<file path="src/rtl/vga_fb_arbiter.sv">
// Frame-buffer port arbiter: display fetch has absolute priority,
// pixel writer and host reader share leftover slots round-robin.
module vga_fb_arbiter #(
    parameter int AW      = 16,
    parameter int DW      = 16,
    parameter int MEM_LAT = 1
) (
    input  logic          vga_clk,
    input  logic          reset,
    input  logic          disp_req,
    input  logic [AW-1:0] disp_addr,
    output logic [DW-1:0] disp_data,
    output logic          disp_valid,
    input  logic          wr_valid,
    input  logic [AW-1:0] wr_addr,
    input  logic [DW-1:0] wr_data,
    output logic          wr_ready,
    input  logic          rd_valid,
    input  logic [AW-1:0] rd_addr,
    output logic          rd_ready,
    output logic [DW-1:0] rd_data,
    output logic          rd_data_valid,
    output logic [AW-1:0] mem_addr,
    output logic          mem_we,
    output logic [DW-1:0] mem_wdata,
    input  logic [DW-1:0] mem_rdata,
    output logic [15:0]   stall_cnt
);

    typedef enum logic [1:0] {
        G_NONE,
        G_DISP,
        G_WR,
        G_RD
    } grant_e;

    typedef struct packed {
        logic disp;
        logic host;
    } tag_t;

    grant_e        grant;
    logic          last_q;
    logic [AW-1:0] addr_q;
    tag_t          tag_q [MEM_LAT];
    tag_t          tag_out;
    logic [15:0]   stall_q;
    logic [DW-1:0] disp_hold_q;
    logic [DW-1:0] rd_hold_q;

    // last_q=1 means the reader won the previous tie, so the writer is next
    always_comb begin
        grant = G_NONE;
        if (!reset) begin
            if (disp_req)
                grant = G_DISP;
            else if (wr_valid && (!rd_valid || last_q))
                grant = G_WR;
            else if (rd_valid)
                grant = G_RD;
        end
    end

    always_comb begin
        mem_addr = reset ? '0 : addr_q;
        mem_we   = 1'b0;
        wr_ready = 1'b0;
        rd_ready = 1'b0;
        unique case (grant)
            G_DISP: mem_addr = disp_addr;
            G_WR: begin
                mem_addr = wr_addr;
                mem_we   = 1'b1;
                wr_ready = 1'b1;
            end
            G_RD: begin
                mem_addr = rd_addr;
                rd_ready = 1'b1;
            end
            default: ;
        endcase
    end

    assign mem_wdata = wr_data;

    // Outputs are gated by reset so in-flight reads never surface
    assign tag_out       = tag_q[MEM_LAT-1];
    assign disp_valid    = tag_out.disp & ~reset;
    assign rd_data_valid = tag_out.host & ~reset;
    assign stall_cnt     = reset ? 16'd0 : stall_q;

    always_comb begin
        disp_data = disp_hold_q;
        rd_data   = rd_hold_q;
        if (reset) begin
            disp_data = '0;
            rd_data   = '0;
        end else begin
            if (disp_valid)
                disp_data = mem_rdata;
            if (rd_data_valid)
                rd_data = mem_rdata;
        end
    end

    always_ff @(posedge vga_clk) begin
        if (reset) begin
            last_q      <= 1'b1;
            addr_q      <= '0;
            stall_q     <= 16'd0;
            disp_hold_q <= '0;
            rd_hold_q   <= '0;
            for (int i = 0; i < MEM_LAT; i++)
                tag_q[i] <= '0;
        end else begin
            if (grant == G_WR)
                last_q <= 1'b0;
            else if (grant == G_RD)
                last_q <= 1'b1;
            addr_q <= mem_addr;
            tag_q[0].disp <= (grant == G_DISP);
            tag_q[0].host <= (grant == G_RD);
            for (int i = 1; i < MEM_LAT; i++)
                tag_q[i] <= tag_q[i-1];
            if (wr_valid && !wr_ready && stall_q != 16'hFFFF)
                stall_q <= stall_q + 16'd1;
            if (disp_valid)
                disp_hold_q <= mem_rdata;
            if (rd_data_valid)
                rd_hold_q <= mem_rdata;
        end
    end

endmodule

</file>
<file path="config.mk">
export PLATFORM = sky130hd
export DESIGN_NAME = vga_fb_arbiter
export DESIGN_NICKNAME = d
export VERILOG_FILES = /design/src/rtl/vga_fb_arbiter.sv
export SDC_FILE = /design/constraint.sdc
export NUM_CORES = 1
export LEC_CHECK = 0
export ABC_AREA = 1
export CAP_MARGIN = 5
export CORE_ASPECT_RATIO = 1.1
export CORE_MARGIN = 8
export CORE_UTILIZATION = 39
export CTS_CLUSTER_SIZE = 20
export DETAILED_ROUTE_END_ITERATION = 6
export HOLD_SLACK_MARGIN = 0.06
export PLACE_DENSITY_LB_ADDON = 0.3
export SYNTH_ARGS = -nofsm -noshare
export SYNTH_HDL_FRONTEND = slang
export SYNTH_SLANG_ARGS = --single-unit
</file>
<file path="constraint.sdc">
create_clock -name vga_clk -period 3.3 [get_ports vga_clk]
set_clock_uncertainty 0.05 [all_clocks]
set_input_delay 0.99 -clock vga_clk [delete_from_list [all_inputs] [get_ports vga_clk]]
set_output_delay 0.99 -clock vga_clk [all_outputs]
set_load 0.03 [all_outputs]
</file>
After elaboration in Yosys (flattened, before gate mapping)

Memories as Yosys holds them, arrays and structs flattened.
Cells that the tools add are included.

Register bits after elaboration: 65
RAM bits: 2
Input port bits: 85
Output and inout bits: 85
Logic and storage cells: 42
Memories: 1

$add $sub $neg: 1
Equality and inequality tests: 4
Muxes and demuxes: 20
Bitwise operators: 3
Reduce and logical (&&, ||, !) cells: 8

Memories:

| name  | words | bits a word | rd ports | clocked after Yosys merged registers in | wr ports | RTL line | source |
|---|---|---|---|---|---|---|---|
| tag_q | 1     | 2           | 1        | 0                                       | 2        | 45       | `tag_t tag_q [MEM_LAT];` |

Operators with widths:

| cell                    | count |
|---|---|
| $mux W16                | 6 |
| $pmux W16 S3            | 1 |
| $add A16 B1 Y16 const B | 1 |
| $ne A16 B16 Y1 const B  | 1 |
| $mux W2                 | 6 |
| $mux W1                 | 7 |
| $eq A2 B2 Y1 const B    | 2 |
| $logic_and A1 B1 Y1     | 3 |
| $and A1 B1 Y1           | 2 |
| $eq A2 B1 Y1 const B    | 1 |
| $logic_not A1 Y1        | 2 |
| $reduce_bool A2 Y1      | 1 |
| $reduce_or A2 Y1        | 1 |
| $logic_or A1 B1 Y1      | 1 |
| $not A1 Y1              | 1 |

Depth between registers and ports, before layout

Depth after elaboration: 11
Gate-level depth with buffers: 10
Depth with buffers taken out: 9

Worst setup path before layout

OpenSTA, ideal clock, no wires.

Path kind: input port to output port
Start point: input reset
End point: output mem_addr[10]
Arrival: 2195 ps
Required time: 2260 ps
Path slack: 65 ps
Cell stages on the path: 8
Path buffers: 3
Cell sequence: buf_2 inv_2 buf_4 nand2_2 nor2_2 buf_4 nand2_1 nand4_1

Longest elaborated chain between the ends: 3
Elaborated cells on any way between the ends: 6
Those cells by class: eq/ne: 3; mux: 3

Ends and longest elaborated chain:

| item                                                | RTL line | source |
|---|---|---|
| from (decl)                                         | 9        | `input logic reset,` |
| $mux W2                                             | 54       | `if (!reset) begin` |
| $eq A2 B2 Y1 / $eq A2 B1 Y1 (equally long branches) | 69       | `unique case (grant)` |
| $pmux W16 S3 (*)                                    | 69       |  |
| to (decl)                                           | 23       | `output logic [AW-1:0] mem_addr,` |

Every way passes the cells marked *; elsewhere a longest branch is shown, timed or not.

Final worst setup path

Start point: input wr_valid
End point: output mem_addr[11]

Longest elaborated chain between the ends: 6
Elaborated cells on any way between the ends: 8
Those cells by class: eq/ne: 3; mux: 4; reduce/logical: 1

Ends and longest elaborated chain:

| item                                                | RTL line | source |
|---|---|---|
| from (decl)                                         | 14       | `input logic wr_valid,` |
| $logic_and A1 B1 Y1 (*)                             | 57       | `else if (wr_valid && (!rd_valid \|\| last_q))` |
| $mux W2 (*)                                         | 57       |  |
| $mux W2 (*)                                         | 55       | `if (disp_req)` |
| $mux W2 (*)                                         | 54       |  |
| $eq A2 B2 Y1 / $eq A2 B1 Y1 (equally long branches) | 69       |  |
| $pmux W16 S3 (*)                                    | 69       |  |

Marked as above.

==> impl_table.tex <==
\begin{tabular}{lr}
\hline
Metric & Value \\
\hline
\multicolumn{2}{l}{\textbf{Cells and area}} \\
\quad Net total in the final layout & 707 \\
\quad Fraction of layout instances using a drive strength above 1 & 0.2907 \\
\quad Commonest non-fill, non-tap cell in the layout & sky130\_fd\_sc\_hd\_\_buf\_4 \\
\quad Leading cell types in the layout, fill and taps excluded & 110 x sky130\_fd\_sc\_hd\_\_buf\_4, 92 x sky130\_fd\_sc\_hd\_\_nand2\_1, 67 x sky130\_fd\_sc\_hd\_\_dfxtp\_1, 64 x sky130\_fd\_sc\_hd\_\_clkdlybuf4s50\_1 \\
\quad Diodes inserted & 0 \\
\quad Area growth, synth to finish & 61.30\% \\
\quad Util after Layout & 0.6478 \\
\multicolumn{2}{l}{\textbf{Power}} \\
\quad Pleak & 0.002293 uW \\
\quad Net Switching & 593.0 uW \\
\quad Proportion of power drawn by combinational gates & 0.229 \\
\quad Post-layout total power & 2127 uW \\
\quad Switching part of the total & 0.2788 \\
\quad Maximum VDD drop & 0.2805 mV \\
\quad Power Density & 414.9 mW/mm2 \\
\quad Proportion of power drawn by the clock network & 0.359 \\
\quad Cell Int Power & 1534 uW \\
\quad Relative contribution of sequential cells to total power & 0.412 \\
\multicolumn{2}{l}{\textbf{Yosys}} \\
\quad Top cell type's share of synthesized area & 0.4220 \\
\quad Count of warnings emitted by yosys & 0 \\
\quad Synth unique cells & 23 \\
\quad Post-synth net total & 535 \\
\quad Syn avg cell area & 7.078 um2 \\
\quad Proportion of synthesized chip area in sequential cells & 0.4220 \\
\quad Synth area leaders & sky130\_fd\_sc\_hd\_\_dfxtp\_1 42\%, sky130\_fd\_sc\_hd\_\_nand2\_1 12\%, sky130\_fd\_sc\_hd\_\_a21oi\_1 7.2\%, sky130\_fd\_sc\_hd\_\_nand4\_1 6.7\%, sky130\_fd\_sc\_hd\_\_o21ai\_0 6.3\% \\
\quad Synthesized area & 0.003178 mm2 \\
\quad Area leader, netlist & sky130\_fd\_sc\_hd\_\_dfxtp\_1 \\
\quad Mapped Cells & 449 \\
\quad Flops \& latches, synth & 67 \\
\multicolumn{2}{l}{\textbf{Clock network}} \\
\quad Clock Sinks & 67 \\
\quad Total CTS buffers & 9 \\
\quad Number of H-tree levels & 3 \\
\quad TritonCTS clock tree & built \\
\quad Clk root buf & sky130\_fd\_sc\_hd\_\_clkbuf\_8 \\
\quad Reg clk slew, reported paths & 0.06 ns \\
\quad Buffer levels on the longest clock path & 2 \\
\quad Clk\_lat worst skew & 0.34 ns \\
\multicolumn{2}{l}{\textbf{Route}} \\
\quad Wire length after detailed routing & 10220 um \\
\quad DRC violation count after routing & 0 \\
\quad Post-route ant nets & 0 \\
\quad Via count & 3570 \\
\quad Post-DR vias/cell & 4.864 \\
\quad WL/cell & 13.92 um \\
\quad Detailed Routing Iterations Pass 1 & 4 \\
\quad Iteration-0 DRC count of the detailed router & 144 \\
\multicolumn{2}{l}{\textbf{Floorplan}} \\
\quad Effective utilization at floorplan & 0.4016 \\
\quad I/O pin count & 170 \\
\quad Vertical die dimension & 110.7 um \\
\quad Core outline area & 0.007913 mm2 \\
\quad Area of the die & 0.01130 mm2 \\
\quad Row count & 34 \\
\quad Die boundary width & 102.1 um \\
\multicolumn{2}{l}{\textbf{Critical path}} \\
\quad Peak per-stage delay on the critical path & 0.16 ns \\
\quad Critical setup path kind & primary input to primary output \\
\quad Critical path cell sequence & buf\_2, nor2\_2, nor2\_2, buf\_4, nand3\_4, inv\_4, buf\_12, buf\_8, buf\_6, nand2\_2, nand4\_1, buf\_6 \\
\quad Critical R2R Launch & stall\_q[1]\$\_SDFFE\_PP0P\_ \\
\quad Worst reg-to-reg setup slack & 1.44 ns \\
\quad R2R depth & 9 \\
\quad R2R Path End & stall\_q[5]\$\_SDFFE\_PP0P\_ \\
\quad Endpoint required time on the critical path & 2.26 ns \\
\quad Max Fanout on Critical Path & 6 \\
\quad Worst Setup Start Kind & primary input \\
\quad Endpoint type of the worst setup path & primary output \\
\quad Worst Path Arrival & 2.20 ns \\
\quad Crit path max-delay cell type & sky130\_fd\_sc\_hd\_\_buf\_6 \\
\multicolumn{2}{l}{\textbf{Min path}} \\
\quad Hold depth & 2 \\
\quad Worst-case hold path end point & addr\_q[12]\$\_SDFF\_PP0\_ \\
\quad Beginning of the worst hold path & addr\_q[12]\$\_SDFF\_PP0\_ \\
\quad Path type of the worst min-delay path & register to register \\
\multicolumn{2}{l}{\textbf{STA}} \\
\quad Transition at the pin with the smallest max-transition slack & 0.5801 ns \\
\quad Worst relative slew slack & 0.6123 \\
\quad Min setup slack post-route & 0.05830 ns \\
\quad Maximum clock rate & 0.3085 GHz \\
\quad Share of the clock period used by the worst path after layout & 0.9823 \\
\quad Final hold violations & 0 \\
\quad Setup repair after global routing missed its margin & no \\
\quad Setup violation total in the final timing report & 0 \\
\quad Post-layout min period & 3.242 ns \\
\quad Final Max Tran Viols & 0 \\
\multicolumn{2}{l}{\textbf{Run}} \\
\quad Number of max-cap violations & 0 \\
\multicolumn{2}{l}{\textbf{Placement}} \\
\quad Total half-perimeter wirelength after legalization and detailed placement & 7560 um \\
\quad Last weighted congestion value of the routability-driven placer & 0.7966 \\
\quad Number of input and output port buffers inserted & 137 \\
\quad Dpl ws & -0.2942 ns \\
\multicolumn{2}{l}{\textbf{Global routing}} \\
\quad First-pass GRT wire length & 16130 um \\
\quad Sum of overflow across all layers after global routing & 0 \\
\quad GR Util All Layers & 0.1768 \\
\quad Pin count of the biggest net entering global routing & 44 \\
\quad Vias in the first global route & 3488 \\
\quad Antenna violations before repair & 0 \\
\multicolumn{2}{l}{\textbf{Status}} \\
\quad Run status & complete, no violations \\
\hline
\end{tabular}
flip-flops by register name, summed over array words and instances (netlist names):
signal,flops
addr_q,16
disp_hold_q,16
last_q,1
rd_hold_q,16
stall_q,16
tag_q,2
worst max-delay path by stage:
stage | start | endpoint | slack (ns)
after CTS | disp_req | mem_addr[11] | 0.04
after global routing | wr_valid | mem_addr[11] | 0.007
after floorplan | reset | mem_addr[10] | 0.07
after global placement | wr_valid | mem_addr[12] | -0.25
after detailed placement | wr_valid | mem_addr[14] | -0.29
final | wr_valid | mem_addr[11] | 0.06
cell families after synthesis:
family | synth area share
adder cells (fa/ha/maj) | 0.003936
XOR/XNOR | 0.005513
AO/OA/AOI/OAI | 0.1386
buffers and inverters | 0.1217
flip-flops | 0.4220
AND/OR/NAND/NOR | 0.3083
power groups by stage:
stage | Combinational (uW) | Clock (uW) | Sequential [uW]
after floorplan | 267 | 0 | 889
after global placement | 446 | 0 | 892
after detailed placement | 453 | 0 | 892
after CTS | 483 | 783 | 876
after global routing | 522 | 813 | 881
final | 487 | 764 | 876
cell usage after synthesis (all sizes together):
cell type    n
buf         26
nand3       15
clkbuf      11
a21oi       46
nand2      109
dfxtp       67
ha           1
inv         39
clkinv       1
nand4       34
nor3         3
xor2         2
nor2        53
o21ai       42
metrics by stage:
step	hold slack [ns]	std cells	instance area [um2]	setup TNS (ns)
after floorplan	0.3770	449	3178	0
after global placement	0.3894	707	4701	-3.959
after detailed placement	0.3967	707	4701	-4.615
after CTS	0.4145	734	5096	0
after global routing	0.4418	734	5126	0
final	0.4097	734	5126	0
critical path, delay by kind of cell:
kind          cells  cell delay [ns]
buf+inv           7             0.82
simple gates      5             0.39
per-layer routing:
layer	up-vias	GRT usage	part of all wire
li1	1811	-	-
met1	1636	0.1848	0.39
met4	0	0.07745	0.015
met5	-	0	0
met2	113	0.3089	0.51
met3	10	0.05905	0.080
layout make-up:
cell class	count	area (um2)
Timing Repair Buffer	197	1739
Tap cell	108	135.1
Timing Repair inverter	1	7.507
Fill cell	738	2786
Inverter	40	160.2
Clock buffer	11	141.4
Sequential cell	67	1341
Clock inverter	5	86.33
Multi-Input combinational cell	305	1515
repair_timing:
item                                    in CTS  in global routing
resized for setup                           41                 14
pin swaps                                    5                  1
gates cloned                                 1                  0
buffers inserted                            10                  0
endpoints found under the setup margin      47                 17
hold buffers                                 0                  0
Note: power is estimated with default switching activity, not from simulation.
